<file path="src/rtl/drop_time_sqrt.sv">
// Restoring digit-by-digit square root, one result bit per clock, start/busy/done handshake.
// Optional round-to-nearest output enabled by defining DROP_TIME_SQRT_ROUND_EN.
module drop_time_sqrt #(
    parameter int WIDTH     = 16,
    parameter int FRAC_BITS = 8
) (
    input  logic             clk,
    input  logic             rst,
    input  logic             start,
    input  logic [WIDTH-1:0] radicand,
    output logic [WIDTH-1:0] t_act,
    output logic             busy,
    output logic             done
);
    localparam int ITER   = WIDTH / 2 + FRAC_BITS;
    localparam int WORK_W = WIDTH + 2 * FRAC_BITS;
    localparam int REM_W  = ITER + 2;
    localparam int CNT_W  = $clog2(ITER + 1);

    typedef enum logic [1:0] {
        S_IDLE,
        S_CALC,
        S_DONE
    } state_t;

    state_t              state_q, state_d;
    logic [WORK_W-1:0]   work_q, work_d;
    logic [REM_W-1:0]    rem_q, rem_d;
    logic [ITER-1:0]     root_q, root_d;
    logic [CNT_W-1:0]    cnt_q, cnt_d;
    logic [WIDTH-1:0]    t_act_q, t_act_d;
    logic                busy_q, busy_d;
    logic                done_q, done_d;

    logic [REM_W-1:0]    rem_shift;
    logic [REM_W-1:0]    trial;
    logic                take;
    logic [WIDTH-1:0]    result;

    // Remainder never grows past REM_W bits, so the top two bits shifted out are always zero.
    assign rem_shift = REM_W'({rem_q, work_q[WORK_W-1 -: 2]});
    assign trial     = {root_q, 2'b01};
    assign take      = (rem_shift >= trial);

`ifdef DROP_TIME_SQRT_ROUND_EN
    logic [WIDTH:0] root_inc;
    assign root_inc = (WIDTH + 1)'(root_q) + (WIDTH + 1)'(1);
    always_comb begin
        result = WIDTH'(root_q);
        if (rem_q > REM_W'(root_q)) begin
            result = root_inc[WIDTH] ? '1 : root_inc[WIDTH-1:0];
        end
    end
`else
    assign result = WIDTH'(root_q);
`endif

    always_comb begin
        state_d = state_q;
        work_d  = work_q;
        rem_d   = rem_q;
        root_d  = root_q;
        cnt_d   = cnt_q;
        t_act_d = t_act_q;
        busy_d  = busy_q;
        done_d  = 1'b0;
        case (state_q)
            S_IDLE: begin
                if (start) begin
                    work_d  = WORK_W'(radicand) << (2 * FRAC_BITS);
                    rem_d   = '0;
                    root_d  = '0;
                    cnt_d   = CNT_W'(ITER);
                    busy_d  = 1'b1;
                    state_d = S_CALC;
                end
            end
            S_CALC: begin
                work_d = work_q << 2;
                rem_d  = take ? (rem_shift - trial) : rem_shift;
                root_d = (root_q << 1) | ITER'(take);
                cnt_d  = cnt_q - CNT_W'(1);
                if (cnt_q == CNT_W'(1)) begin
                    state_d = S_DONE;
                end
            end
            S_DONE: begin
                t_act_d = result;
                done_d  = 1'b1;
                busy_d  = 1'b0;
                state_d = S_IDLE;
            end
            default: begin
                state_d = S_IDLE;
            end
        endcase
    end

    always_ff @(posedge clk) begin
        if (rst) begin
            state_q <= S_IDLE;
            work_q  <= '0;
            rem_q   <= '0;
            root_q  <= '0;
            cnt_q   <= '0;
            t_act_q <= '0;
            busy_q  <= 1'b0;
            done_q  <= 1'b0;
        end else begin
            state_q <= state_d;
            work_q  <= work_d;
            rem_q   <= rem_d;
            root_q  <= root_d;
            cnt_q   <= cnt_d;
            t_act_q <= t_act_d;
            busy_q  <= busy_d;
            done_q  <= done_d;
        end
    end

    assign t_act = t_act_q;
    assign busy  = busy_q;
    assign done  = done_q;
endmodule

</file>
<file path="config.mk">
export PLATFORM = sky130hd
export DESIGN_NAME = drop_time_sqrt
export DESIGN_NICKNAME = d
export VERILOG_FILES = /design/src/rtl/drop_time_sqrt.sv
export SDC_FILE = /design/constraint.sdc
export NUM_CORES = 1
export LEC_CHECK = 0
export ABC_CLOCK_PERIOD_IN_PS = 3800
export CAP_MARGIN = 20
export CORE_ASPECT_RATIO = 0.9
export CORE_MARGIN = 3
export CORE_UTILIZATION = 60
export CTS_CLUSTER_SIZE = 30
export DETAILED_ROUTE_END_ITERATION = 16
export PLACE_DENSITY = 0.84
export SETUP_SLACK_MARGIN = 0.4
export SLEW_MARGIN = 5
export SYNTH_ARGS = -nofsm -noshare
export SYNTH_HDL_FRONTEND = slang
export SYNTH_SLANG_ARGS = --single-unit
</file>
<file path="constraint.sdc">
create_clock -name clk -period 3.8 [get_ports clk]
set_input_delay 0.76 -clock clk [delete_from_list [all_inputs] [get_ports clk]]
set_output_delay 0.76 -clock clk [all_outputs]
set_load 0.1 [all_outputs]
</file>
Yosys cells after proc, flatten, opt, wreduce, memory -nomap -nowiden
Cells that the tools add are included.

operators by class
  $add $sub $neg = 2
  $lt $le $gt $ge = 1
  equality and inequality tests = 5
  muxes and demuxes = 15
  bitwise logic cells = 1
  reductions and logical operators = 6

operator list
  cell                                               number
  one-hot mux 16 bit (2 select lines)                2
  one-hot mux 32 bit (2 select lines)                1
  two-way mux 16 bit                                 3
  two-way mux 32 bit                                 1
  greater-or-equal comparator 18 bit                 1
  OR 16 x 1 -> 16 bit                                1
  subtractor 16 bit                                  1
  one-hot mux 5 bit (2 select lines)                 1
  AND reduction 2 bit                                3
  == test 5 x 1 -> 1 bit (second input constant)     1
  two-way mux 5 bit                                  1
  subtractor 5 x 1 -> 5 bit (second input constant)  1
  two-way mux 2 bit                                  2
  != test 2 bit (second input constant)              2
  one-hot mux 2 bit (2 select lines)                 1
  nonzero test 2 bit                                 2
  == test 2 x 1 -> 1 bit (second input constant)     1
  == test 2 bit (second input constant)              1
  zero test 2 bit                                    1
  two-way mux 1 bit                                  2
  one-hot mux 1 bit (2 select lines)                 1

word-level totals
  register bits after elaboration = 89
  bits of input ports = 19
  output and inout bits = 18

Logic depth before layout (Yosys ltp)
Gate-level depths: netlist (run 1).

  depth in word-level cells = 3
  mapped depth = 10

Least setup slack after synthesis (run 1)
No wires, ideal clock.

  kind = flip-flop to flip-flop
  start point = reg root_q[6] (netlist: result[6])
  end point = reg rem_q[5]
  library setup time = 128 ps
  data arrival time = 1884 ps
  path slack = 1788 ps
  cell stages (with the launch flop) = 11
  buffers on the path = 2
  clock period less this slack = 2012 ps
  cells stage by stage = dfxtp_1 -> inv_1 -> ha_1 -> buf_2 -> nand2_1 -> nor4_2 -> a211oi_1 -> a31oi_4 -> buf_8 -> mux2i_1 -> o21ai_1

on the way
  cells in the longest elaborated chain, start to end = 3

RTL lines
  element                              RTL line  source
  start, declared                      29        logic [ITER-1:0] root_q, root_d;
  start signal, assigned               113       root_q <= root_d;
  greater-or-equal comparator 18 bit   43        assign take = (rem_shift >= trial);
  two-way mux 16 bit                   80        rem_d = take ? (rem_shift - trial) : rem_shift;
  one-hot mux 16 bit (2 select lines)  67        case (state_q)
  end signal, assigned                 112       rem_q <= rem_d;
  end, declared                        28        logic [REM_W-1:0] rem_q, rem_d;

No other way between the ends.
A chain may end at the register's enable or synchronous reset.

Final worst setup path (run 1)
  start point = reg root_q[13] (netlist: result[13])
  end point = reg rem_q[5]

The elaborated chain is that of the path after synthesis.

==> qor.csv, run 1 <==
metric;value;unit
cts repair resizes;0;
global-route met3 utilization;7.22;%
half-perimeter wire length after detailed placement;5580;microns
first-pass GRT wire length;13200;microns
H-tree depth reported by CTS;3;
die footprint;7010;sq um
vias in the first global route;2871;
Placed Cells;498;
pin slew with the least headroom to its limit;0.992;ns
CP Data Arrival Time;2.94;ns
leading cell types by total area after synthesis;sky130_fd_sc_hd__dfxtp_1, sky130_fd_sc_hd__ha_1, sky130_fd_sc_hd__nand2_1, sky130_fd_sc_hd__a22o_1, sky130_fd_sc_hd__inv_1;
top library cells by usage in the layout, fill and taps aside;sky130_fd_sc_hd__dfxtp_1, sky130_fd_sc_hd__nand2_1, sky130_fd_sc_hd__inv_1;
clock insertion delay at the later pin of the skew report;0.35;ns
kind of path behind the tightest hold check;flip-flop to flip-flop;
count of clock tree sinks;73;
sequential-to-total area share from yosys stat;40.3;%
area inside the core boundary;5760;sq um
unrepaired setup endpoints after global routing;false;
post-route insts no fill;514;
share of the synthesized area in compound gates (AO/OA/AOI/OAI);25.7;%
crit path cell chain;inv_1 > ha_1 > a21oi_1 > o21ai_0 > o31ai_1 > a31oi_4 > mux2i_1 > o21ai_1;
Global Route Usage Sum;24.0;%
Cell Rows;26;
post-synthesis simple-gate area fraction;13.2;%
area share of the leading cell type in the synthesized netlist;40.3;%
warnings from Yosys;0;
Pwr Density;566;nW/um^2
leakage power summed over all cells;1.77;nW
worst relative slew slack;33.7;%
combinational family with the most area after synthesis;compound AO/OA/AOI/OAI gates;
clock transition time at the flip-flop clock pins of the worst setup and hold paths;0.08;ns
Max Cap Violations;0;
Max VDD drop;0.000373;V
final net count;478;
Avg Synthesized Cell Area;8.84;sq um
via count of the routed design;3115;
CTS buffer count;9;
required time of the critical path;4.01;ns
Worst path slowest cell;sky130_fd_sc_hd__a31oi_4;
shortest clock period the worst path allows after layout;2.73;ns
Initial Utilization;62.9;%
Fin. Hold Viols;0;
Highest Clock Rate;366;MHz
number of antenna violations at the first check in global routing;0;
Clock Skew;0.00707;ns
number of flip-flops and latches in the synthesized netlist;73;
crit path capture type;flip-flop;
pin count of the biggest net entering global routing;33;
synthesized netlist net count;449;
number of library cell types mapped by synthesis;54;
ys async rst share;0;%
post-detailed-routing wire length;7910;microns
weighted congestion at the end of routability-driven global placement;0.848;
depth of the most critical reg-to-reg path;8;
horizontal extent of the die;87.9;microns
starting DRC count in detailed routing;212;
number of max-slew violations in the final report;0;
most common cell after layout, fill and taps aside;sky130_fd_sc_hd__dfxtp_1;
met2 capacity usage during global routing;39.0;%
status;complete, no violations;
layer with the highest usage after global routing;met2;
antenna viol nets, final;0;
worst-path fanout max;21;
category of the critical setup timing path;flip-flop to flip-flop;
top_reg_cell synth;sky130_fd_sc_hd__dfxtp_1;
stage delay of the slowest cell on the critical path;0.67;ns
clock tree from TritonCTS;done;
cell type with the highest aggregate area in the netlist;sky130_fd_sc_hd__dfxtp_1;
clk buf depth;2;
number of buffers added to fix hold violations after cts;0;
adder and majority cell fraction of the synthesized area;6.91;%
CP startpoint kind;flip-flop;
Post-Syn Area;3620;sq um
Port-buffer cells;36;
portion of netlist area occupied by mux cells;4.21;%
number of instances in the synthesized netlist;410;
detail-routed net length per standard cell;15.4;microns
die boundary height;79.7;microns
setup fix buffers added after clock tree synthesis;0;
hold depth;2;
fin crit share;71.9;%
number of detailed-routing iterations run before antenna repair;7;
via density per instance;6.06;
post-detailed-route DRC marker count;0;
number of flops mapped to enable cells by yosys;0;
Inserted Diodes;0;
met1 track demand over resource;30.8;%
total gr overflow;0;
area growth from synthesis to layout;16.4;%
post-synthesis xor/xnor area fraction;2.42;%
fraction of layout cells with a size suffix above 1;7.66;%
Root Buffer Master;sky130_fd_sc_hd__clkbuf_8;
number of setup violations in the final report;0;
num ports;37;
sum of negative setup slack;0;ns
## report_power, final
group | switching (mW) | total [mW] | leakage [nW] | internal, mW
clock | 0.303 | 0.646 | 0.110 | 0.344
sequential | 0.0418 | 0.855 | 0.593 | 0.814
combinational | 0.490 | 0.886 | 1.07 | 0.396
total | 0.834 | 2.39 | 1.77 | 1.55
## stage by stage
stage	hold slack [ns]	total power, mW	util (%)	instance area, sq um	worst slack (ns)
4_1_cts	0.475	2.39	73.3	4220	1.14
3_3_place_gp	0.448	1.71	69.6	4010	1.21
3_5_place_dp	0.460	1.74	69.6	4010	1.15
2_1_floorplan	0.435	1.62	-	3620	1.79
6_report	0.473	2.39	73.3	4220	1.07
5_1_grt	0.498	2.52	73.3	4220	0.941
## flip-flops by register name (all words and copies together), names as in the netlist
| register | cells |
|---|---|
| busy | 1 |
| cnt_q | 5 |
| done | 1 |
| rem_q | 16 |
| result | 16 |
| state_q | 2 |
| t_act | 16 |
| work_q | 16 |
## worst paths after layout
kind | start | end | slack, ns
hold / removal | rem_q[2]$_SDFFE_PP0P_ | rem_q[2]$_SDFFE_PP0P_ | 0.47
setup reg to reg | result[13]$_SDFFE_PP0P_ | rem_q[5]$_SDFFE_PP0P_ | 1.07
setup / recovery | result[13]$_SDFFE_PP0P_ | rem_q[5]$_SDFFE_PP0P_ | 1.07
hold reg to reg | rem_q[2]$_SDFFE_PP0P_ | rem_q[2]$_SDFFE_PP0P_ | 0.47
## per-layer routing
metal	wire [microns]	vias up
met5	0	-
met4	78	0
met3	549	11
met2	3710	93
met1	3580	1464
li1	-	1547
## cell families after synthesis
| logic type | Yosys count |
|---|---|
| AO/OA/AOI/OAI | 132 |
| XOR/XNOR | 10 |
| adder cells (fa/ha/maj) | 20 |
| buffers and inverters | 62 |
| flip-flops | 73 |
| multiplexers | 15 |
| AND/OR/NAND/NOR | 98 |
## worst max-delay path: cells and delay by family (launching register included)
family	cells	cell delay, ns
multiplexers	1	0.29
buffers and inverters	1	0.07
adder cells (fa/ha/maj)	1	0.38
flip-flops	1	0.36
AO/OA/AOI/OAI	5	1.48
## layout make-up
class                   instances  area [sq um]
fillers                       465          1540
multi-input cells             275          1910
repair buffers                 41           398
clock buffers                  11           151
flip-flops and latches         73          1460
well taps                      70          87.6
clock inverters                 5          61.3
inverters                      39           146
## synthesized netlist by cell type (all sizes together), types with 4 or more instances
library cell,instances
clkbuf,17
xor2,5
a21o,5
o21ai,41
ha,20
nor2,16
nor3,9
a22o,19
inv,39
buf,6
o21a,4
xnor2,5
mux2i,13
a222oi,14
a21oi,22
nand2,48
o211ai,4
nor3b,4
a2bb2oi,5
dfxtp,73
No activity file was read; power rests on OpenSTA's default activity.
==> run 2: changes to the inputs <==
--- a/config.mk
+++ b/config.mk
@@ -5,14 +5,14 @@
 export SDC_FILE = /design/constraint.sdc
 export NUM_CORES = 1
 export LEC_CHECK = 0
-export ABC_CLOCK_PERIOD_IN_PS = 3800
+export ABC_CLOCK_PERIOD_IN_PS = 2800
 export CAP_MARGIN = 20
 export CORE_ASPECT_RATIO = 0.9
 export CORE_MARGIN = 3
-export CORE_UTILIZATION = 60
+export CORE_UTILIZATION = 57
 export CTS_CLUSTER_SIZE = 30
 export DETAILED_ROUTE_END_ITERATION = 16
-export PLACE_DENSITY = 0.84
+export PLACE_DENSITY = 0.8
 export SETUP_SLACK_MARGIN = 0.4
 export SLEW_MARGIN = 5
 export SYNTH_ARGS = -nofsm -noshare
==> constraint.sdc (replaced) <==
create_clock -name clk -period 2.8 [get_ports clk]
set_input_delay 0.56 -clock clk [delete_from_list [all_inputs] [get_ports clk]]
set_output_delay 0.56 -clock clk [all_outputs]
set_load 0.1 [all_outputs]
==> run 2 against run 1 <==
Non-clock buffer count grew 10. Total power grew 43%. Global-route usage shrank 0.90 points. Clock skew shrank 0.00062 ns. Combinational power grew 42%. Wire length is essentially flat. Highest routed layer unchanged. Clock-buffer cell count shrank 2. Critical endpoint is now rem_q[1]$_SDFFE_PP0P_. Worst setup slack lost 0.53 ns.
==> qor.csv, run 2 (same netlist as run 1, synthesis figures left out) <==
metric;value;unit
antenna viol nets, final;0;
fraction of layout cells with a size suffix above 1;14.8;%
Fin. Hold Viols;0;
CP endpoint;rem_q[1]$_SDFFE_PP0P_;
unrepaired setup endpoints after global routing;false;
Worst R2R End;rem_q[1]$_SDFFE_PP0P_;
buffer and inverter count on the worst path;2;
Placed Instance Area;4040;sq um
Inserted Diodes;0;
Cell Rows;26;
most common cell after layout, fill and taps aside;sky130_fd_sc_hd__dfxtp_1;
number of antenna violations at the first check in global routing;0;
post-detailed-route DRC marker count;0;
number of setup violations in the final report;0;
kind of path behind the tightest hold check;flip-flop to flip-flop;
stages on the worst setup path;9;
leakage power summed over all cells;1.86;nW
cell seen most often among critical-path stages;sky130_fd_sc_hd__a21o_1;
clock transition time at the flip-flop clock pins of the worst setup and hold paths;0.07;ns
design area;4310;sq um
via density per instance;5.77;
clock insertion delay at the later pin of the skew report;0.35;ns
number of detailed-routing iterations run before antenna repair;7;
clock tree from TritonCTS;done;
worst-path fanout max;11;
vias in the first global route;2981;
via count of the routed design;3104;
total gr overflow;0;
pin slew with the least headroom to its limit;1.10;ns
detail-routed net length per standard cell;14.7;microns
area inside the core boundary;5920;sq um
crit path capture type;flip-flop;
top library cells by usage in the layout, fill and taps aside;sky130_fd_sc_hd__dfxtp_1, sky130_fd_sc_hd__nand2_1, sky130_fd_sc_hd__inv_1;
startpoint of the most critical register-to-register path;result[5]$_SDFFE_PP0P_;
crit path cell chain;inv_1 > ha_1 > a21o_1 > a211oi_1 > a21o_1 > a31oi_4 > buf_4 > mux2i_1 > a22o_1;
Placed Cells;520;
area growth from synthesis to layout;19.1;%
number of max-slew violations in the final report;0;
Clock Skew;0.00645;ns
Initial Utilization;61.2;%
Root Buffer Master;sky130_fd_sc_hd__clkbuf_8;
worst hold-check slack;0.470;ns
CP startpoint kind;flip-flop;
CTS buffer count;9;
post-route core utilization;72.9;%
Max Cap Violations;0;
category of the critical setup timing path;flip-flop to flip-flop;
crit path launch;result[5]$_SDFFE_PP0P_;
starting DRC count in detailed routing;300;
shortest clock period the worst path allows after layout;2.27;ns
post-route insts no fill;538;
stage delay of the slowest cell on the critical path;0.37;ns
fin crit share;81.0;%
Pwr Density;790;nW/um^2
setup slack of the most critical reg-to-reg path;0.53;ns
Worst path slowest cell;sky130_fd_sc_hd__dfxtp_1;
horizontal extent of the die;90.0;microns
required time of the critical path;3.04;ns
weighted congestion at the end of routability-driven global placement;0.854;
number of buffers added to fix hold violations after cts;0;
depth of the most critical reg-to-reg path;9;
half-perimeter wire length after detailed placement;5760;microns
hold wc startpoint;busy$_SDFFE_PP0P_;
sum of negative setup slack;0;ns
Tot Pwr;3.41;mW
Worst Setup Slack, final;0.533;ns
count of clock tree sinks;73;
clk buf depth;2;
Port-buffer cells;36;
num ports;37;
status;complete, no violations;
die boundary height;81.6;microns
pin count of the biggest net entering global routing;31;
Highest Clock Rate;441;MHz
DP Worst Slack;0.279;ns
worst relative slew slack;26.3;%
CP Data Arrival Time;2.51;ns
Global Route Usage Sum;23.1;%
first-pass GRT wire length;13800;microns
kind of cell adding the most delay to the critical path;compound AO/OA/AOI/OAI gates;
post-detailed-routing wire length;7910;microns
final net count;488;
Max VDD drop;0.000389;V
die footprint;7350;sq um
H-tree depth reported by CTS;3;
## run 2: cell types whose count changed in the layout (fill, tap and decap cells not counted), sizes merged
cell           change
clkbuf             -2
clkinvlp           +2
inv                -2
buf               +28
clkdlybuf4s50     -18
bufinv             +2
## run 2: how the worst min path moves through the flow
stage / cells after the start / slack [ns] / endpoint
CTS: 1 / 0.47 / busy$_SDFFE_PP0P_
finish: 1 / 0.47 / busy$_SDFFE_PP0P_
global route: 2 / 0.49 / result[0]$_SDFFE_PP0P_
global placement: 2 / 0.45 / result[0]$_SDFFE_PP0P_
floorplan: 2 / 0.44 / result[0]$_SDFFE_PP0P_
detailed placement: 1 / 0.46 / busy$_SDFFE_PP0P_
## run 2: worst register-to-register path: cells and delay by family, from the launching register on
| family | cells | cell delay, ns |
|---|---|---|
| multiplexers | 1 | 0.13 |
| buffers and inverters | 2 | 0.28 |
| AO/OA/AOI/OAI | 5 | 1.04 |
| flip-flops | 1 | 0.37 |
| adder cells (fa/ha/maj) | 1 | 0.35 |
## run 2: timing repair
| item | in CTS | in global routing |
|---|---|---|
| cloned | 0 | 0 |
| resized for setup | 0 | 6 |
| endpoints found under the setup margin | 9 | 11 |
| setup buffers | 2 | 0 |
## run 2: area by class of cell
| type | instances | area (sq um) |
|---|---|---|
| inverters | 39 | 146 |
| clock buffers | 9 | 124 |
| fillers | 469 | 1610 |
| repair buffers | 51 | 428 |
| well taps | 84 | 105 |
| multi-input cells | 275 | 1930 |
| flip-flops and latches | 73 | 1460 |
| clock inverters | 7 | 119 |
## run 2: metal layers
metal	share of wire (%)	track usage, %	vias up
li1	-	-	1565
met1	48	29.2	1421
met2	46	39.0	103
met3	5.5	5.04	15
met4	1.4	9.02	0
met5	0	0	-
## run 2: where the power goes
part	leakage [nW]	internal (mW)	total [mW]	switching (mW)
Combinational	1.15	0.598	1.26	0.664
Clock	0.115	0.591	0.988	0.397
Sequential	0.594	1.10	1.16	0.0554
